### src/rtl/div_seq_pkg.sv
// Shared constants, state encoding and helpers for the sequential divider.
package div_seq_pkg;

    localparam int unsigned REG_W      = 32;
    localparam int unsigned DREG_W     = 64;
    localparam int unsigned WORK_W     = 65;
    localparam int unsigned CNT_W      = 6;
    localparam int unsigned ITERATIONS = 32;

    localparam logic DIV_RESULT_READY     = 1'b1;
    localparam logic DIV_RESULT_NOT_READY = 1'b0;
    localparam logic DIV_START            = 1'b1;
    localparam logic DIV_STOP             = 1'b0;

    typedef enum logic [1:0] {
        DIV_FREE   = 2'b00,
        DIV_BYZERO = 2'b01,
        DIV_ON     = 2'b10,
        DIV_END    = 2'b11
    } div_state_e;

    // Two's-complement magnitude of a negative operand when dividing signed.
    function automatic logic [REG_W-1:0] abs_val(input logic sgn, input logic [REG_W-1:0] x);
        return (sgn && x[REG_W-1]) ? (~x + REG_W'(1)) : x;
    endfunction

endpackage

### src/rtl/div_seq.sv
// Radix-2 restoring divider, 32 iterations, for DIV/DIVU with annul and
// divide-by-zero shortcut. result_o = {remainder, quotient}.
module div_seq
    import div_seq_pkg::*;
(
    input  logic              clk,
    input  logic              rst,
    input  logic              signed_div_i,
    input  logic [REG_W-1:0]  opdata1_i,
    input  logic [REG_W-1:0]  opdata2_i,
    input  logic              start_i,
    input  logic              annul_i,
    output logic [DREG_W-1:0] result_o,
    output logic              ready_o,
    output logic              busy_o
);

    div_state_e          r_state;
    logic [CNT_W-1:0]    r_cnt;
    logic [WORK_W-1:0]   r_work;
    logic [REG_W-1:0]    r_divisor;
    logic                r_neg_q;
    logic                r_neg_r;

    logic                w_req;
    logic [REG_W:0]      w_diff;
    logic [REG_W-1:0]    w_quot;
    logic [REG_W-1:0]    w_rem;

    assign w_req  = (start_i == DIV_START) && !annul_i;
    assign w_diff = {1'b0, r_work[63:32]} - {1'b0, r_divisor};

    // Sign fix-up applied to the finished magnitudes.
    assign w_quot = r_neg_q ? (~r_work[31:0]  + REG_W'(1)) : r_work[31:0];
    assign w_rem  = r_neg_r ? (~r_work[64:33] + REG_W'(1)) : r_work[64:33];

    // Stall starts in the request cycle so ex never advances past a divide.
    assign busy_o = (r_state == DIV_BYZERO) || (r_state == DIV_ON) ||
                    ((r_state == DIV_FREE) && w_req);

    always_ff @(posedge clk) begin
        if (rst) begin
            r_state   <= DIV_FREE;
            r_cnt     <= '0;
            r_work    <= '0;
            r_divisor <= '0;
            r_neg_q   <= 1'b0;
            r_neg_r   <= 1'b0;
            ready_o   <= DIV_RESULT_NOT_READY;
            result_o  <= '0;
        end else begin
            case (r_state)
                DIV_FREE: begin
                    if (w_req) begin
                        if (opdata2_i == '0) begin
                            r_state <= DIV_BYZERO;
                        end else begin
                            r_state   <= DIV_ON;
                            r_cnt     <= '0;
                            r_work    <= {32'b0, abs_val(signed_div_i, opdata1_i), 1'b0};
                            r_divisor <= abs_val(signed_div_i, opdata2_i);
                            r_neg_q   <= signed_div_i && (opdata1_i[REG_W-1] ^ opdata2_i[REG_W-1]);
                            r_neg_r   <= signed_div_i && opdata1_i[REG_W-1];
                        end
                    end
                end
                DIV_BYZERO: begin
                    if (annul_i) begin
                        r_state <= DIV_FREE;
                    end else begin
                        r_state <= DIV_END;
                        r_work  <= '0;
                        r_neg_q <= 1'b0;
                        r_neg_r <= 1'b0;
                    end
                end
                DIV_ON: begin
                    if (annul_i) begin
                        r_state <= DIV_FREE;
                        r_cnt   <= '0;
                    end else begin
                        // Restore on borrow, otherwise keep the difference and shift in a 1.
                        if (w_diff[REG_W]) begin
                            r_work <= {r_work[63:0], 1'b0};
                        end else begin
                            r_work <= {w_diff[31:0], r_work[31:0], 1'b1};
                        end
                        r_cnt <= r_cnt + CNT_W'(1);
                        if (r_cnt == CNT_W'(ITERATIONS - 1)) begin
                            r_state <= DIV_END;
                        end
                    end
                end
                DIV_END: begin
                    if (start_i == DIV_STOP) begin
                        r_state  <= DIV_FREE;
                        ready_o  <= DIV_RESULT_NOT_READY;
                        result_o <= '0;
                    end else begin
                        ready_o  <= DIV_RESULT_READY;
                        result_o <= {w_rem, w_quot};
                    end
                end
                default: r_state <= DIV_FREE;
            endcase
        end
    end

endmodule
### config.mk
export PLATFORM = sky130hd
export DESIGN_NAME = div_seq
export DESIGN_NICKNAME = d
export VERILOG_FILES = /design/src/rtl/div_seq_pkg.sv /design/src/rtl/div_seq.sv
export SDC_FILE = /design/constraint.sdc
export NUM_CORES = 1
export LEC_CHECK = 0
export CORE_MARGIN = 1
export CORE_UTILIZATION = 65
export DETAILED_ROUTE_END_ITERATION = 10
export DONT_BUFFER_PORTS = 1
export PLACE_DENSITY = 0.86
export RECOVER_POWER = 50
export SYNTH_ARGS = -nofsm -noshare
export SYNTH_HDL_FRONTEND = slang
export SYNTH_SLANG_ARGS = --single-unit
### constraint.sdc
create_clock -name clk -period 3.09 [get_ports clk]
set_input_delay 0.4635 -clock clk [delete_from_list [all_inputs] [get_ports clk]]
set_output_delay 0.4635 -clock clk [all_outputs]
set_load 0.03 [all_outputs]
==> results of run 1 <==
## stage by stage
step                instances  area [um2]  utilization  hold WS [ps]  setup WS, ps
detailed placement       1642       11600        0.699           471          52.0
floorplan                1438       11100            -           445           225
global route             1674       12100        0.732          69.8         -8.51
finish                   1674       12100        0.732          92.7           142
CTS                      1674       12200        0.734          79.9           118
global placement         1642       11600        0.699           454           149
## cells in the mapped netlist (10+ instances only)
cell      count  share of area
o21ai_0      85          0.038
inv_1        54          0.018
xnor2_1      85          0.067
a31oi_1      11         0.0062
xor2_1       62          0.049
o41ai_1      12         0.0095
a21o_1       14         0.0095
nand2_1     132          0.045
or3_1        16         0.0090
o211ai_1     14         0.0095
clkbuf_1     72          0.024
nor3_1       31          0.014
nand2b_1     24          0.014
ha_1         43          0.049
dfxtp_1     172           0.31
nand3_1      83          0.038
nor2_1      172          0.058
a22oi_1      27          0.018
nand4_1      10         0.0057
o31ai_1      28          0.019
a211oi_1     41          0.028
a21oi_1      93          0.042
## path summary, 6_finish.rpt
check | start | end | slack [ps] | cells after the start
setup / recovery | r_work[32] | r_work[61] | 140 | 13
hold reg to reg | r_divisor[31] | r_divisor[31] | 490 | 2
hold / removal | rst | result_o[22] | 90 | 1
setup reg to reg | r_work[32] | r_work[61] | 140 | 13
## registers in the layout, summed over array words and instances, names as in the netlist
name,cells
r_work,65
result_o,64
r_divisor,32
r_cnt,6
r_state,2
r_neg_q,1
r_neg_r,1
ready_o,1
## power by group through the flow
stage	clock network [uW]	registers (uW)	logic (uW)
global route	2230	2870	3860
CTS	2140	2820	3470
finish	2130	2830	3510
detailed placement	0	2870	3440
global placement	0	2850	3360
floorplan	0	2770	2640
## final cells by class
cell class              instances  area (um2)
clock inverters                14         144
inverters                      55         206
repair buffers                 71         561
well taps                     220         275
multi-input cells            1124        7060
flip-flops and latches        172        3440
fillers                      1275        4450
clock buffers                  18         439
## kinds of logic after synthesis
logic type	Yosys count	synth area share
buffers and inverters	142	0.0491
adder cells (fa/ha/maj)	44	0.0504
flip-flops	172	0.311
AO/OA/AOI/OAI	385	0.229
multiplexers	9	0.00826
AND/OR/NAND/NOR	539	0.236
XOR/XNOR	147	0.116
## routing by layer
metal  up-vias  global-route usage  part of all wire
met1      4957               0.494              0.44
met3        55              0.0989              0.12
li1       5128                   -                 -
met4         0              0.0939             0.019
met5         -                   0                 0
met2       535               0.524              0.43
==> results.sh, run 1 <==
export IMPL_clk_pin_slew_ps=70
export IMPL_grt_use_total=0.351
export IMPL_core_area_um2=16600
export IMPL_die_x_um=132
export IMPL_power_uw=8470
export IMPL_htreeDepth=4
export IMPL_grt_pass1_wl_mm=49.3
export IMPL_critPathMaxFanout=3
export IMPL_fin_nets=1554
export IMPL_min_period_ps=2950
export IMPL_critPathBufInv=3
export IMPL_placementRows=47
export IMPL_status="finished clean"
export IMPL_comb_power_share=0.414
export IMPL_routedWlPerCell_um=18.5
export IMPL_cts_tree="done"
export IMPL_drtIter0Drc=995
export IMPL_syn_inst=1438
export IMPL_clock_skew_ps=13.2
export IMPL_gp_congestion=0.950
export IMPL_vias=10675
export IMPL_post_cts_buffers=0
export IMPL_vias_per_cell=6.38
export IMPL_crit_required_ps=3470
export IMPL_dieArea_um2=17500
export IMPL_tightest_slew_ps=1440
export IMPL_die_h_um=132
export IMPL_synth_fp_nets=1551
export IMPL_clockBufferDepth=2
export IMPL_p_leak_uw=0.00473
export IMPL_drive_gt1_frac=0.0915
export IMPL_wirelength_mm=31.0
export IMPL_cpPeakStageDelay_ps=490
export IMPL_synth_edff_count=0
export IMPL_diodes=0
export IMPL_critical_path_top_delay_family="compound AO/OA/AOI/OAI gates"
export IMPL_seqPwrFrac=0.334
export IMPL_crit_arrival_ps=3330
export IMPL_dr_pass1_iters=5
export IMPL_tns_ps=0
export IMPL_ys_ff_latch=172
export IMPL_ys_seq_area_frac=0.311
export IMPL_worstSkewPairLatency_ps=440
export IMPL_crit_top_cell="buf_4"
export IMPL_cp_slowest_cell="or4bb_1"
export IMPL_grt_max_degree=102
export IMPL_setup_viol=0
export IMPL_hold_violations=0
export IMPL_grt_antenna_before_repair=0
export IMPL_final_cell_mix="dfxtp_1 (172), nor2_1 (170), nand2_1 (132)"
export IMPL_synth_avg_cell_area_um2=7.69
export IMPL_p_switching_uw=3550
export IMPL_syn2layout_area_growth_pct=9.66
export IMPL_drcViolationCount=0
export IMPL_slew_viol_final=0
export IMPL_p_per_area_nw_per_um2=698
export IMPL_async_reset_ff_frac=0
export IMPL_grt_pass1_vias=9731
export IMPL_dominantRegCellSynth="dfxtp_1"
export IMPL_clock_power_share=0.251
export IMPL_root_buffer="clkbuf_16"
export IMPL_cp_end_kind="flip-flop"
export IMPL_cts_resized=0
export IMPL_crit_chain="inv_1 -> ha_1 -> fa_1 -> nand2b_1 -> a21oi_2 -> o41a_1 -> o31a_1 -> o31ai_1 -> buf_4 -> a21o_1 -> buf_4 -> or4bb_1 -> nand3_1"
export IMPL_max_slew_margin_rel=0.0372
export IMPL_initial_core_util=0.667
export IMPL_dp_hpwl_mm=23.2
export IMPL_fmax_mhz=339
export IMPL_cts_made_buffers=17
export IMPL_hp_class="in2reg"
export IMPL_final_period_utilization=0.954
export IMPL_overflow=0
export IMPL_peakVddDrop_v=0.000751
export IMPL_port_buffers=0
export IMPL_postCtsHoldBufs=0
export IMPL_maxCapViolations=0
export IMPL_crit_type="reg2reg"
export IMPL_cts_sink_count=172
export IMPL_start_kind="flip-flop"
export IMPL_final_common_cell="dfxtp_1"
export IMPL_syn_cell_area_um2=11100
export IMPL_power_internal_uw=4920
export IMPL_yosysUniqueCellTypes=74
export IMPL_num_io_pins=135
export IMPL_ys_warnings_count=0
export IMPL_ant_nets=0
export IMPL_swShare=0.419
Note: power is estimated with default switching activity, not from simulation.
==> run 2, diff against run 1 <==
GPL_ROUTABILITY_DRIVEN = 0   (was not set)
SLEW_MARGIN = 20   (was not set)
==> run 2 against run 1 <==
  * Utilization is 0.37 points lower
  * Maximum frequency is 2.2% higher
  * Clock skew is 3.1 ps lower
  * Cell area is 0.51% lower
  * Register-to-register slack better by 60 ps
  * Combinational power is 4% lower
  * Routed wire length is 5.2% lower
  * Hold slack worse by 5.5 ps
  * Clock-buffer cell count is 1 lower
  * Power is 0.87% lower
  * Via count is 1.4% lower
  * Critical path type unchanged
  * Largest cell class unchanged
  * Highest routed layer unchanged
==> results.sh, run 2 (synthesis results as in run 1) <==
export IMPL_clock_skew_ps=10.1
export IMPL_dr_pass1_iters=5
export IMPL_drive_gt1_frac=0.0867
export IMPL_vias_per_cell=6.34
export IMPL_final_common_cell="dfxtp_1"
export IMPL_status="finished clean"
export IMPL_cpPeakStageDelay_ps=390
export IMPL_max_slew_margin_rel=0.0431
export IMPL_port_buffers=0
export IMPL_p_per_area_nw_per_um2=696
export IMPL_diodes=0
export IMPL_overflow=0
export IMPL_cts_sink_count=172
export IMPL_placementRows=47
export IMPL_p_leak_uw=0.00469
export IMPL_drtIter0Drc=935
export IMPL_grt_max_degree=102
export IMPL_fillers=1304
export IMPL_die_x_um=132
export IMPL_rsz0062_at_grt="false"
export IMPL_tns_ps=0
export IMPL_grt_pass1_vias=9424
export IMPL_drcViolationCount=0
export IMPL_grt_antenna_before_repair=0
export IMPL_tightest_slew_ps=1440
export IMPL_maxCapViolations=0
export IMPL_fin_nets=1541
export IMPL_dieArea_um2=17500
export IMPL_cp_slowest_cell="fa_1"
export IMPL_crit_type="reg2reg"
export IMPL_largest_register="r_work"
export IMPL_cts_tree="done"
export IMPL_setup_viol=0
export IMPL_peakVddDrop_v=0.000723
export IMPL_clk_pin_slew_ps=80
export IMPL_final_period_utilization=0.933
export IMPL_num_io_pins=135
export IMPL_core_area_um2=16600
export IMPL_largestRegisters="r_work (65), result_o (64), r_divisor (32)"
export IMPL_min_period_ps=2880
export IMPL_hp_class="in2reg"
export IMPL_grt_use_total=0.332
export IMPL_hold_ws_ps=87.2
export IMPL_root_buffer="clkbuf_16"
export IMPL_crit_required_ps=3430
export IMPL_cts_made_buffers=17
export IMPL_postCtsHoldBufs=0
export IMPL_initial_core_util=0.667
export IMPL_htreeDepth=4
export IMPL_vias=10525
export IMPL_wirelength_mm=29.4
export IMPL_slew_viol_final=0
export IMPL_routedWlPerCell_um=17.7
export IMPL_cp_end_kind="flip-flop"
export IMPL_crit_chain="inv_1 -> ha_1 -> fa_1 -> nand2b_4 -> a21oi_2 -> o41a_1 -> o31a_1 -> o31ai_2 -> a21oi_2 -> mux2_2 -> a32o_1"
export IMPL_crit_top_cell="a21oi_2"
export IMPL_hold_violations=0
export IMPL_ant_nets=0
export IMPL_crit_arrival_ps=3230
export IMPL_die_h_um=132
export IMPL_largest_reg_flops=65
export IMPL_syn2layout_area_growth_pct=9.10
export IMPL_dp_hpwl_mm=21.7
export IMPL_clockBufferDepth=2
export IMPL_worstSkewPairLatency_ps=440
export IMPL_start_kind="flip-flop"
export IMPL_final_cell_mix="dfxtp_1 (172), nor2_1 (170), nand2_1 (132)"
export IMPL_critPathMaxFanout=5
export IMPL_grt_pass1_wl_mm=47.0
export IMPL_fmax_mhz=347
## run 2: path summary, 6_finish.rpt
path,startpoint,to,slack (ps),cells past startpoint
worst max-delay path,r_work[32],r_work[59],210,11
worst min-delay path,rst,ready_o,90,1
worst max register to register,r_work[32],r_work[59],210,11
worst min register to register,r_work[64],r_work[64],490,2
## run 2: layer usage
metal,vias to the layer above,track usage,wire length (um)
met2,541,0.491,12400
met5,-,0,0
li1,5098,-,-
met1,4840,0.473,12900
met4,0,0.102,556
met3,46,0.0851,3450
## run 2: cell type report
class	count	area (um2)	area share
sequential	172	3440	0.285
timing repair buffer	58	459	0.0380
clock buffer	17	425	0.0352
multi-input combinational	1124	7090	0.587
tap	220	275	0.0228
clock inverter	15	173	0.0143
inverter	55	206	0.0171
## run 2: worst max-delay path: cells and delay by family (launching register included)
family                     cells  cell delay [ps]
AOI/OAI and AO/OA              6             1240
adders and majority gates      2              600
buffers and inverters          1               70
DFF                            1              330
muxes                          1              370
and+or+nand+nor                1              170
## run 2: repair_timing
item,in CTS,in global routing
setup buffers,0,3
gates resized for setup,0,5
endpoints found under the setup margin,0,31
## run 2: metrics by stage
stage / setup WS [ps] / total power [uW] / utilization / area, um2 / cells
2_1_floorplan: 225 / 5410 / - / 11100 / 1438
3_3_place_gp: 153 / 6060 / 0.691 / 11500 / 1626
3_5_place_dp: 54.1 / 6150 / 0.691 / 11500 / 1626
4_1_cts: 41.4 / 8300 / 0.727 / 12100 / 1658
5_1_grt: 34.0 / 8860 / 0.728 / 12100 / 1661
6_report: 206 / 8400 / 0.728 / 12100 / 1661
## run 2: where the power goes
group	switching, uW	internal [uW]	leakage, uW
Sequential	385	2490	0.00140
Combinational	2080	1300	0.00300
Clock	1060	1090	0.000289
Total	3520	4880	0.00469
